===== src/rtl/ram_ctrl.sv =====
// Byte-serial load/store controller for a byte-wide async-read RAM: one byte per cycle, little-endian.
// Latency N+1 cycles after acceptance (1 for illegal requests); req is only sampled in IDLE.
module ram_ctrl #(
   parameter int ADDR_W = 12
) (
   input  logic              clk,
   input  logic              rst_n,
   input  logic              req,
   input  logic              we,
   input  logic [1:0]        size,
   input  logic              uns,
   input  logic [ADDR_W-1:0] addr,
   input  logic [31:0]       wdata,
   output logic              busy,
   output logic              done,
   output logic              err,
   output logic [31:0]       rdata,
   output logic              ram_r_wn,
   output logic [ADDR_W-1:0] ram_addr,
   output logic [7:0]        ram_wdata,
   input  logic [7:0]        ram_rdata
);

   typedef enum logic [1:0] {
      IDLE = 2'd0,
      XFER = 2'd1,
      DONE = 2'd2
   } state_t;

   state_t            state_q, state_d;
   logic [1:0]        cnt_q, cnt_d;
   logic              we_q, we_d;
   logic [1:0]        size_q, size_d;
   logic              uns_q, uns_d;
   logic [ADDR_W-1:0] addr_q, addr_d;
   logic [31:0]       wdata_q, wdata_d;
   logic [31:0]       buf_q, buf_d;
   logic [31:0]       rdata_q, rdata_d;
   logic              err_q, err_d;
   logic              illegal;
   logic [1:0]        last_cnt;

   function automatic logic [31:0] extend(input logic [31:0] b, input logic [1:0] sz,
                                          input logic u);
      case (sz)
         2'b00:   extend = {{24{~u & b[7]}}, b[7:0]};
         2'b01:   extend = {{16{~u & b[15]}}, b[15:0]};
         default: extend = b;
      endcase
   endfunction

   assign illegal = (size == 2'b11) ||
                    (size == 2'b01 && addr[0]) ||
                    (size == 2'b10 && addr[1:0] != 2'b00);

   always_comb begin
      case (size_q)
         2'b00:   last_cnt = 2'd0;
         2'b01:   last_cnt = 2'd1;
         default: last_cnt = 2'd3;
      endcase
   end

   always_comb begin
      state_d = state_q;
      cnt_d   = cnt_q;
      we_d    = we_q;
      size_d  = size_q;
      uns_d   = uns_q;
      addr_d  = addr_q;
      wdata_d = wdata_q;
      buf_d   = buf_q;
      rdata_d = rdata_q;
      err_d   = err_q;
      case (state_q)
         IDLE: begin
            if (req) begin
               if (illegal) begin
                  state_d = DONE;
                  err_d   = 1'b1;
               end else begin
                  we_d    = we;
                  size_d  = size;
                  uns_d   = uns;
                  addr_d  = addr;
                  wdata_d = wdata;
                  cnt_d   = 2'd0;
                  err_d   = 1'b0;
                  state_d = XFER;
               end
            end
         end
         XFER: begin
            if (!we_q) buf_d[{cnt_q, 3'b000} +: 8] = ram_rdata;
            cnt_d = cnt_q + 2'd1;
            if (cnt_q == last_cnt) begin
               state_d = DONE;
               // Final byte is merged before extension so rdata is valid alongside done.
               if (!we_q) rdata_d = extend(buf_d, size_q, uns_q);
            end
         end
         DONE: begin
            state_d = IDLE;
            err_d   = 1'b0;
         end
         default: state_d = IDLE;
      endcase
   end

   always_ff @(posedge clk) begin
      if (!rst_n) begin
         state_q <= IDLE;
         cnt_q   <= 2'd0;
         we_q    <= 1'b0;
         size_q  <= 2'd0;
         uns_q   <= 1'b0;
         addr_q  <= '0;
         wdata_q <= 32'd0;
         buf_q   <= 32'd0;
         rdata_q <= 32'd0;
         err_q   <= 1'b0;
      end else begin
         state_q <= state_d;
         cnt_q   <= cnt_d;
         we_q    <= we_d;
         size_q  <= size_d;
         uns_q   <= uns_d;
         addr_q  <= addr_d;
         wdata_q <= wdata_d;
         buf_q   <= buf_d;
         rdata_q <= rdata_d;
         err_q   <= err_d;
      end
   end

   assign busy      = (state_q != IDLE);
   assign done      = (state_q == DONE);
   assign err       = done & err_q;
   assign rdata     = rdata_q;
   // Reset gates the write strobe directly so the reset edge can never commit a store byte.
   assign ram_r_wn  = ~(rst_n & we_q & (state_q == XFER));
   assign ram_addr  = (state_q == XFER) ? addr_q + ADDR_W'(cnt_q) : addr_q;
   assign ram_wdata = (state_q == XFER && we_q) ? wdata_q[{cnt_q, 3'b000} +: 8] : 8'h00;

endmodule


===== config.mk =====
export PLATFORM = sky130hd
export DESIGN_NAME = ram_ctrl
export DESIGN_NICKNAME = d
export VERILOG_FILES = /design/src/rtl/ram_ctrl.sv
export SDC_FILE = /design/constraint.sdc
export NUM_CORES = 1
export LEC_CHECK = 0
export BUFFER_PORTS_ARGS = -buffer_cell sky130_fd_sc_hd__buf_4
export CORE_MARGIN = 1.5
export CORE_UTILIZATION = 50
export DETAILED_ROUTE_END_ITERATION = 10
export HOLD_SLACK_MARGIN = 0.1
export PLACE_DENSITY = 0.77
export RECOVER_POWER = 50
export SYNTH_ARGS = -nofsm -noshare
export SYNTH_HDL_FRONTEND = slang
export SYNTH_SLANG_ARGS = --single-unit

===== constraint.sdc =====
create_clock -name clk -period 2.8 [get_ports clk]
set_input_delay 0.14 -clock clk [delete_from_list [all_inputs] [get_ports clk]]
set_output_delay 0.14 -clock clk [all_outputs]
set_load 0.05 [all_outputs]

==> run summary, run 1 <==
### Die
* **Die Span X** 109 um
* **CORE AREA** 10900 um2
* **number of placed I/O pins** 115
* **starting density of the core** 51.5%
* **number of cell rows** 38
* **die boundary height** 109 um
* **Total Die Area** 11900 um2

### Finish
* **antenna diode count** 0
* **share of the core filled with cells in the final layout** 70.0%
* **post-synthesis to final-layout area growth** 35.9%
* **# nets final** 844
* **count of non-filler cells in the finished layout** 930
* **share of cells above drive strength 1** 19.1%

### Yosys
* **share of the synthesized netlist area taken by xor and xnor gates** 1.71%
* **Most used DFF post-synth** sky130_fd_sc_hd__dfxtp_1
* **share of synthesized cell area in and, or, nand and nor gates** 21.2%
* **synth warn** 0
* **post-synthesis compound-gate area fraction** 25.5%
* **count of flip-flops with a built-in enable after synthesis** 0
* **Mean Syn Cell Area** 8.96 um2
* **mux contribution to synthesized area** 3.20%
* **adder and majority cell fraction of the synthesized area** 1.91%
* **post-synthesis sequential element count** 117
* **Mapped Nets** 696
* **largest family of logic cells by synthesized area** compound AO/OA/AOI/OAI gates
* **instance count of the mapped netlist** 629
* **sequential element share of the synthesized area** 41.6%
* **Syn Std Cell Area** 5630 um2
* **count of cell types in the netlist** 52
* **share of flip-flops with an asynchronous set or reset after synthesis** 0%

### Placement
* **Port-buffer cells** 114
* **placed cell count** 842
* **weighted congestion at the end of routability-driven global placement** 0.888
* **Detailed Place HPWL** 9890 um

### Timing
* **final slew viol count** 0
* **setup TNS after final layout** 0 ps
* **Setup-failing EPs final** 0
* **Max Clk Rate** 394 MHz
* **Fin Clk Skew** 7.70 ps
* **clock period minus final worst setup slack** 2540 ps
* **Worst Max-Slew Pin Slew** 955 ps
* **worst relative slew slack** 36.1%
* **unrepaired setup endpoints after global routing** false
* **total count of hold-check failures in the final report** 0
* **Tcrit/Tclk final** 90.7%

### Detailed routing
* **remaining number of nets flagged by the antenna check after routing** 0
* **via total after detailed routing** 5340
* **routed wire length** 15800 um
* **detailed-routing iteration count for the pre-antenna-repair pass** 5
* **Vias per Instance** 5.74
* **DRC violations left** 0
* **WL/cell** 17.0 um
* **violation count after the first detailed-routing iteration** 291

### CTS
* **clock tree root driver cell** sky130_fd_sc_hd__clkbuf_16
* **post-CTS setup repair buffer count** 0
* **insertion delay to the later sink of the worst-skew pair** 410 ps
* **post-CTS sizing** 0
* **Reg clk slew, reported paths** 50 ps
* **clk sink count** 117
* **level count of the clock H-tree** 4
* **TritonCTS clock tree** built
* **maximum buffer depth of the clock tree** 2
* **total clock buffers created by CTS** 17
* **Hold-fix buffers, CTS** 56

### Global route
* **number of antenna violations at the first check in global routing** 0
* **sum of overflow across all layers after global routing** 0
* **via count of the first global-routing pass** 5341
* **met1 track demand over resource in global routing** 32.9%
* **maximum number of pins on one net before global-route repair** 47
* **total routing resource utilization after global routing** 28.2%
* **met2 Resource Use GR** 48.8%
* **met3 Usage GRT** 7.29%
* **first-pass GRT wire length** 25800 um
* **busiest layer in global routing** met2

### Job
* **max_cap viols** 0

### Setup path
* **kind of critical path** register to output pin
* **largest driver fanout on the critical path** 20
* **CP endpoint kind** output pin
* **arrival time of data at the critical path endpoint** 2400 ps
* **required time at the worst-slack endpoint** 2660 ps
* **startpoint type of the worst setup path** register

### Pwr
* **Power Density** 660 nW/um2
* **maximum resistive drop on vdd** 353 uV
* **LEAKAGE** 3.15 nW

### Outcome
* **run status** complete, no violations

### Min path
* **worst min-delay path class** input pin to register

[routing by layer]
metal	vias to the layer above	share of wire (%)
li1	2556	-
met1	2506	40
met2	241	50
met3	37	7.6
met4	0	2.5
met5	-	0
[synthesized netlist by cell type (3+ instances only)]
cell                          n  area share (%)
sky130_fd_sc_hd__o221a_1      7             1.4
sky130_fd_sc_hd__and2_1       3            0.33
sky130_fd_sc_hd__dfxtp_1    117              42
sky130_fd_sc_hd__and3_1      12             1.3
sky130_fd_sc_hd__mux4_2       8             3.2
sky130_fd_sc_hd__nor2b_1     19             2.1
sky130_fd_sc_hd__clkbuf_1    41             2.7
sky130_fd_sc_hd__o21ai_0     12             1.1
sky130_fd_sc_hd__a21oi_1      4            0.36
sky130_fd_sc_hd__nand3_1     29             2.6
sky130_fd_sc_hd__o22ai_1      8            0.89
sky130_fd_sc_hd__buf_2       10            0.89
sky130_fd_sc_hd__nand2_1    143             9.5
sky130_fd_sc_hd__xnor2_1      6            0.93
sky130_fd_sc_hd__inv_1        7            0.47
sky130_fd_sc_hd__nand4_1      9             1.0
sky130_fd_sc_hd__o311a_1      8             1.4
sky130_fd_sc_hd__ha_1         7             1.6
sky130_fd_sc_hd__xor2_1       5            0.78
sky130_fd_sc_hd__a21o_1       8             1.1
sky130_fd_sc_hd__buf_1        3            0.20
sky130_fd_sc_hd__nand2b_1     4            0.44
sky130_fd_sc_hd__a22oi_1     18             2.4
sky130_fd_sc_hd__a21boi_0    55             7.3
sky130_fd_sc_hd__o2111ai_1    7             1.1
sky130_fd_sc_hd__o221a_2      8             1.6
sky130_fd_sc_hd__o211a_1     19             3.4
sky130_fd_sc_hd__a32oi_1      7             1.1
sky130_fd_sc_hd__nor2_1      15             1.0
[registers in the layout, indices dropped and copies added, names as in the netlist]
name / count
addr_q: 12
buf_q: 32
cnt_q: 2
err_q: 1
rdata: 32
size_q: 2
state_q: 2
uns_q: 1
wdata_q: 32
we_q: 1
[per-stage QoR]
| stage | worst slack, ps | total power, mW | cell area, um2 | hold slack [ps] |
|---|---|---|---|---|
| after floorplan | 153 | 2.31 | 5630 | 285 |
| after global placement | 646 | 2.53 | 6580 | 401 |
| after detailed placement | 583 | 2.55 | 6580 | 410 |
| after CTS | 256 | 5.10 | 7830 | 141 |
| after global routing | 32.6 | 5.21 | 7650 | 196 |
| final | 260 | 5.05 | 7650 | 162 |
[where the power goes]
group	switching [mW]	internal, mW
Clock	0.777	1.72
Combinational	0.456	0.289
Sequential	0.0609	1.75
[logic make-up after synthesis]
kind of cell | after synthesis
AO/OA/AOI/OAI | 169
XOR/XNOR | 11
adder cells (fa/ha/maj) | 8
buffers and inverters | 65
flip-flops | 117
multiplexers | 8
AND/OR/NAND/NOR | 251
[worst paths after layout]
check / start / endpoint / slack [ps] / cells after the start
max: cnt_q[0] / ram_addr[8] / 260 / 8
min: req / err_q / 160 / 4
max reg2reg: state_q[0] / buf_q[10] / 490 / 4
min reg2reg: wdata_q[16] / wdata_q[16] / 460 / 2
[placed cells by master, fill, tap and decap left out, types with 12 or more instances in the layout]
| cell | instances |
|---|---|
| sky130_fd_sc_hd__and3_1 | 12 |
| sky130_fd_sc_hd__nand3_1 | 29 |
| sky130_fd_sc_hd__dlygate4sd3_1 | 56 |
| sky130_fd_sc_hd__dfxtp_1 | 117 |
| sky130_fd_sc_hd__buf_4 | 92 |
| sky130_fd_sc_hd__nand2_1 | 143 |
| sky130_fd_sc_hd__a22oi_1 | 18 |
| sky130_fd_sc_hd__o211a_1 | 19 |
| sky130_fd_sc_hd__o21ai_0 | 12 |
| sky130_fd_sc_hd__clkbuf_1 | 38 |
| sky130_fd_sc_hd__nor2_1 | 15 |
| sky130_fd_sc_hd__clkbuf_16 | 17 |
| sky130_fd_sc_hd__nor2b_1 | 19 |
| sky130_fd_sc_hd__a21boi_0 | 55 |
[critical path, stage by stage (launching register included)]
cell and delay (ps):
sky130_fd_sc_hd__dfxtp_1 320, sky130_fd_sc_hd__buf_4 300, sky130_fd_sc_hd__ha_1 260, sky130_fd_sc_hd__fa_1 240, sky130_fd_sc_hd__nand4b_1 140, sky130_fd_sc_hd__nor2_1 180
sky130_fd_sc_hd__nand2_1 90, sky130_fd_sc_hd__xnor2_1 200, sky130_fd_sc_hd__buf_4 240
[area by class of cell]
cell class / instances / area [um2]
Clock inverter: 12 / 225
Sequential cell: 117 / 2340
Timing Repair Buffer: 187 / 1400
Inverter: 7 / 26.3
Tap cell: 140 / 175
Fill cell: 825 / 3280
Clock buffer: 20 / 457
Multi-Input combinational cell: 447 / 3030
(Power assumes the default switching activity.)
==> run 2, diff against run 1 <==
CELL_PAD_IN_SITES_DETAIL_PLACEMENT = 1   (was not set)
CELL_PAD_IN_SITES_GLOBAL_PLACEMENT = 1   (was not set)
CORE_UTILIZATION = 37   (was 50)
PLACE_DENSITY = not set   (was 0.77)
PLACE_DENSITY_LB_ADDON = 0.1   (was not set)
==> run 2 against run 1 <==
  * Sequential share of layout area up 0.16 points
  * Clock skew about the same
  * Core utilization down 18 points
  * Highest routed layer unchanged
  * Largest cell class unchanged
  * Register-to-register slack worse by 180 ps
==> run summary, run 2 (synthesis gave the netlist of run 1 again) <==
### Setup path
* **slack of the worst reg-to-reg path** 310 ps, was 490 ps
* **Worst path slowest cell** sky130_fd_sc_hd__nor2_2, was sky130_fd_sc_hd__dfxtp_1
* **FF-to-FF path depth** 5, was 4
* **largest driver fanout on the critical path** 17, was 20
* **kind of critical path** register to register, was register to output pin
* **startpoint type of the worst setup path** register, unchanged
* **endpoint of the lowest-slack register-to-register path** rdata[13], was buf_q[10]
* **delay of the slowest cell on the worst path** 670 ps, was 320 ps
* **critical path, cell by cell** buf_4 -> nor2_2 -> and2_0 -> buf_12 -> o221a_2, was buf_4 -> ha_1 -> fa_1 -> nand4b_1 -> nor2_1 -> nand2_1 -> xnor2_1 -> buf_4
* **CP endpoint kind** register, was output pin
* **RR Startpoint** we_q, was state_q[0]
* **arrival time of data at the critical path endpoint** 2840 ps, was 2400 ps
* **required time at the worst-slack endpoint** 3150 ps, was 2660 ps

### CTS
* **level count of the clock H-tree** 4, unchanged
* **clock tree root driver cell** sky130_fd_sc_hd__clkbuf_16, unchanged
* **Reg clk slew, reported paths** 50 ps, about the same
* **total clock buffers created by CTS** 17, unchanged
* **maximum buffer depth of the clock tree** 2, unchanged
* **post-CTS sizing** 0, unchanged
* **insertion delay to the later sink of the worst-skew pair** 410 ps, about the same
* **post-CTS setup repair buffer count** 0, unchanged
* **clk sink count** 117, unchanged
* **TritonCTS clock tree** built, unchanged

### Placement
* **Port-buffer cells** 114, unchanged
* **weighted congestion at the end of routability-driven global placement** 0.819, was 0.888
* **Detailed Place HPWL** 11300 um, was 9890 um
* **placed cell count** 890, was 842

### Die
* **Total Die Area** 16000 um2, was 11900 um2
* **Die Span X** 126 um, was 109 um
* **die boundary height** 126 um, was 109 um
* **number of cell rows** 44, was 38
* **number of placed I/O pins** 115, unchanged
* **CORE AREA** 14700 um2, was 10900 um2
* **starting density of the core** 38.3%, was 51.5%

### Timing
* **final slew viol count** 0, unchanged
* **worst relative slew slack** 35.7%, was 36.1%
* **Tcrit/Tclk final** 88.8%, was 90.7%
* **total count of hold-check failures in the final report** 0, unchanged
* **clock period minus final worst setup slack** 2490 ps, was 2540 ps
* **Worst Max-Slew Pin Slew** 965 ps, was 955 ps
* **setup TNS after final layout** 0 ps, unchanged
* **Fin Clk Skew** 7.27 ps, was 7.70 ps
* **Max Clk Rate** 402 MHz, was 394 MHz
* **Setup-failing EPs final** 0, unchanged
* **unrepaired setup endpoints after global routing** false, unchanged

### Global route
* **number of antenna violations at the first check in global routing** 0, unchanged
* **sum of overflow across all layers after global routing** 0, unchanged
* **first-pass GRT wire length** 28000 um, was 25800 um
* **via count of the first global-routing pass** 5470, was 5341
* **total routing resource utilization after global routing** 22.2%, was 28.2%
* **maximum number of pins on one net before global-route repair** 95, was 47

### Job
* **max_cap viols** 0, unchanged

### Finish
* **share of the core filled with cells in the final layout** 51.8%, was 70.0%
* **antenna diode count** 0, unchanged
* **count of non-filler cells in the finished layout** 976, was 930
* **commonest non-fill, non-tap cells in the layout** 143 x sky130_fd_sc_hd__nand2_1, 117 x sky130_fd_sc_hd__dfxtp_1, 95 x sky130_fd_sc_hd__buf_4, was 143 x sky130_fd_sc_hd__nand2_1, 117 x sky130_fd_sc_hd__dfxtp_1, 92 x sky130_fd_sc_hd__buf_4
* **post-synthesis to final-layout area growth** 35.2%, was 35.9%
* **share of cells above drive strength 1** 18.8%, was 19.1%
* **most frequent standard cell in the layout excluding fill and tap cells** sky130_fd_sc_hd__nand2_1, unchanged
* **fillcell total** 1679, was 825
* **# nets final** 848, was 844

### Min path
* **worst min-delay path class** input pin to register, unchanged
* **source of the worst hold timing path** req, unchanged
* **cell count of the worst hold path** 4, unchanged
* **worst min-delay path endpoint** err_q, unchanged

### Pwr
* **share of power burned in combinational logic** 16.5%, was 14.8%
* **LEAKAGE** 3.12 nW, was 3.15 nW
* **internal power of the cells** 3.37 mW, was 3.75 mW
* **Power Density** 606 nW/um2, was 660 nW/um2
* **Sw Pwr** 1.25 mW, was 1.29 mW
* **Sw Share** 27.1%, was 25.6%
* **maximum resistive drop on vdd** 457 uV, was 353 uV
* **clock network fraction of total power** 44.3%, was 49.4%
* **overall power after layout** 4.62 mW, was 5.05 mW
* **sequential cell fraction of total power** 39.2%, was 35.9%

### Detailed routing
* **detailed-routing iteration count for the pre-antenna-repair pass** 4, was 5
* **DRC violations left** 0, unchanged
* **violation count after the first detailed-routing iteration** 238, was 291
* **routed wire length** 17300 um, was 15800 um
* **remaining number of nets flagged by the antenna check after routing** 0, unchanged
* **Vias per Instance** 5.37, was 5.74
* **WL/cell** 17.7 um, was 17.0 um
* **via total after detailed routing** 5239, was 5340

### Outcome
* **run status** complete, no violations, unchanged

run 2: cell types whose count changed in the layout (fill, tap and decap cells not counted), moves of 2 or more:
cell,previous run,this run
sky130_fd_sc_hd__and2_0,0,2
sky130_fd_sc_hd__and2_1,3,1
sky130_fd_sc_hd__clkinvlp_4,3,0
sky130_fd_sc_hd__clkbuf_1,38,42
sky130_fd_sc_hd__clkinv_2,1,3
sky130_fd_sc_hd__clkinv_4,2,0
sky130_fd_sc_hd__buf_4,92,95
sky130_fd_sc_hd__clkbuf_8,2,5
sky130_fd_sc_hd__bufinv_16,6,1
run 2: routing by layer:
metal / vias to the layer above / share of wire, % / GRT usage, %
li1: 2560 / - / -
met1: 2560 / 46 / 26.5
met2: 100 / 50 / 39.7
met3: 19 / 3.2 / 3.92
met4: 0 / 1.6 / 8.38
met5: - / 0 / 0
run 2: worst max path at each step:
| stage | start | to | depth (start not counted) | slack (ps) |
|---|---|---|---|---|
| 2_1_floorplan | cnt_q[0] | rdata[22] | 10 | 150 |
| 3_3_place_gp | cnt_q[0] | rdata[26] | 7 | 560 |
| 3_5_place_dp | cnt_q[0] | rdata[25] | 7 | 470 |
| 4_1_cts | cnt_q[0] | ram_addr[8] | 8 | 380 |
| 5_1_grt | we_q | rdata[28] | 5 | 130 |
| 6_report | we_q | rdata[13] | 5 | 310 |
run 2: final cells by class:
cell class                      instances  area (um2)  area share [%]
Multi-Input combinational cell        447        3020            39.7
Clock buffer                           26         509            6.69
Timing Repair Buffer                  191        1440            18.9
Sequential cell                       117        2340            30.8
Clock inverter                          4        45.0           0.592
Inverter                                7        26.3           0.345
Tap cell                              184         230            3.02
run 2: power by group through the flow:
stage / Clock, mW / Combinational (mW) / Sequential, mW
after floorplan: 0 / 0.386 / 1.93
final: 2.04 / 0.762 / 1.81
after detailed placement: 0 / 0.730 / 1.84
after CTS: 2.09 / 0.795 / 1.81
after global routing: 2.15 / 0.821 / 1.82
after global placement: 0 / 0.716 / 1.84
run 2: what timing repair did:
item / 4_1_cts / 5_1_grt
hold buffers: 56 / 0
endpoints found under the hold margin: 68 / 0
endpoints found under the setup margin: 0 / 0
run 2: metrics by stage:
stage | hold slack, ps | setup WS [ps] | area (um2)
after floorplan | 285 | 153 | 5630
after global placement | 404 | 557 | 6660
after detailed placement | 411 | 473 | 6660
after CTS | 149 | 378 | 7770
after global routing | 215 | 127 | 7610
final | 161 | 314 | 7610
run 2: worst max-delay path: cells and delay by family, from the launching register on:
| family | cells | cell delay (ps) |
|---|---|---|
| buf+inv | 2 | 480 |
| compound gates | 1 | 200 |
| simple gates | 2 | 1280 |
| flops | 1 | 460 |
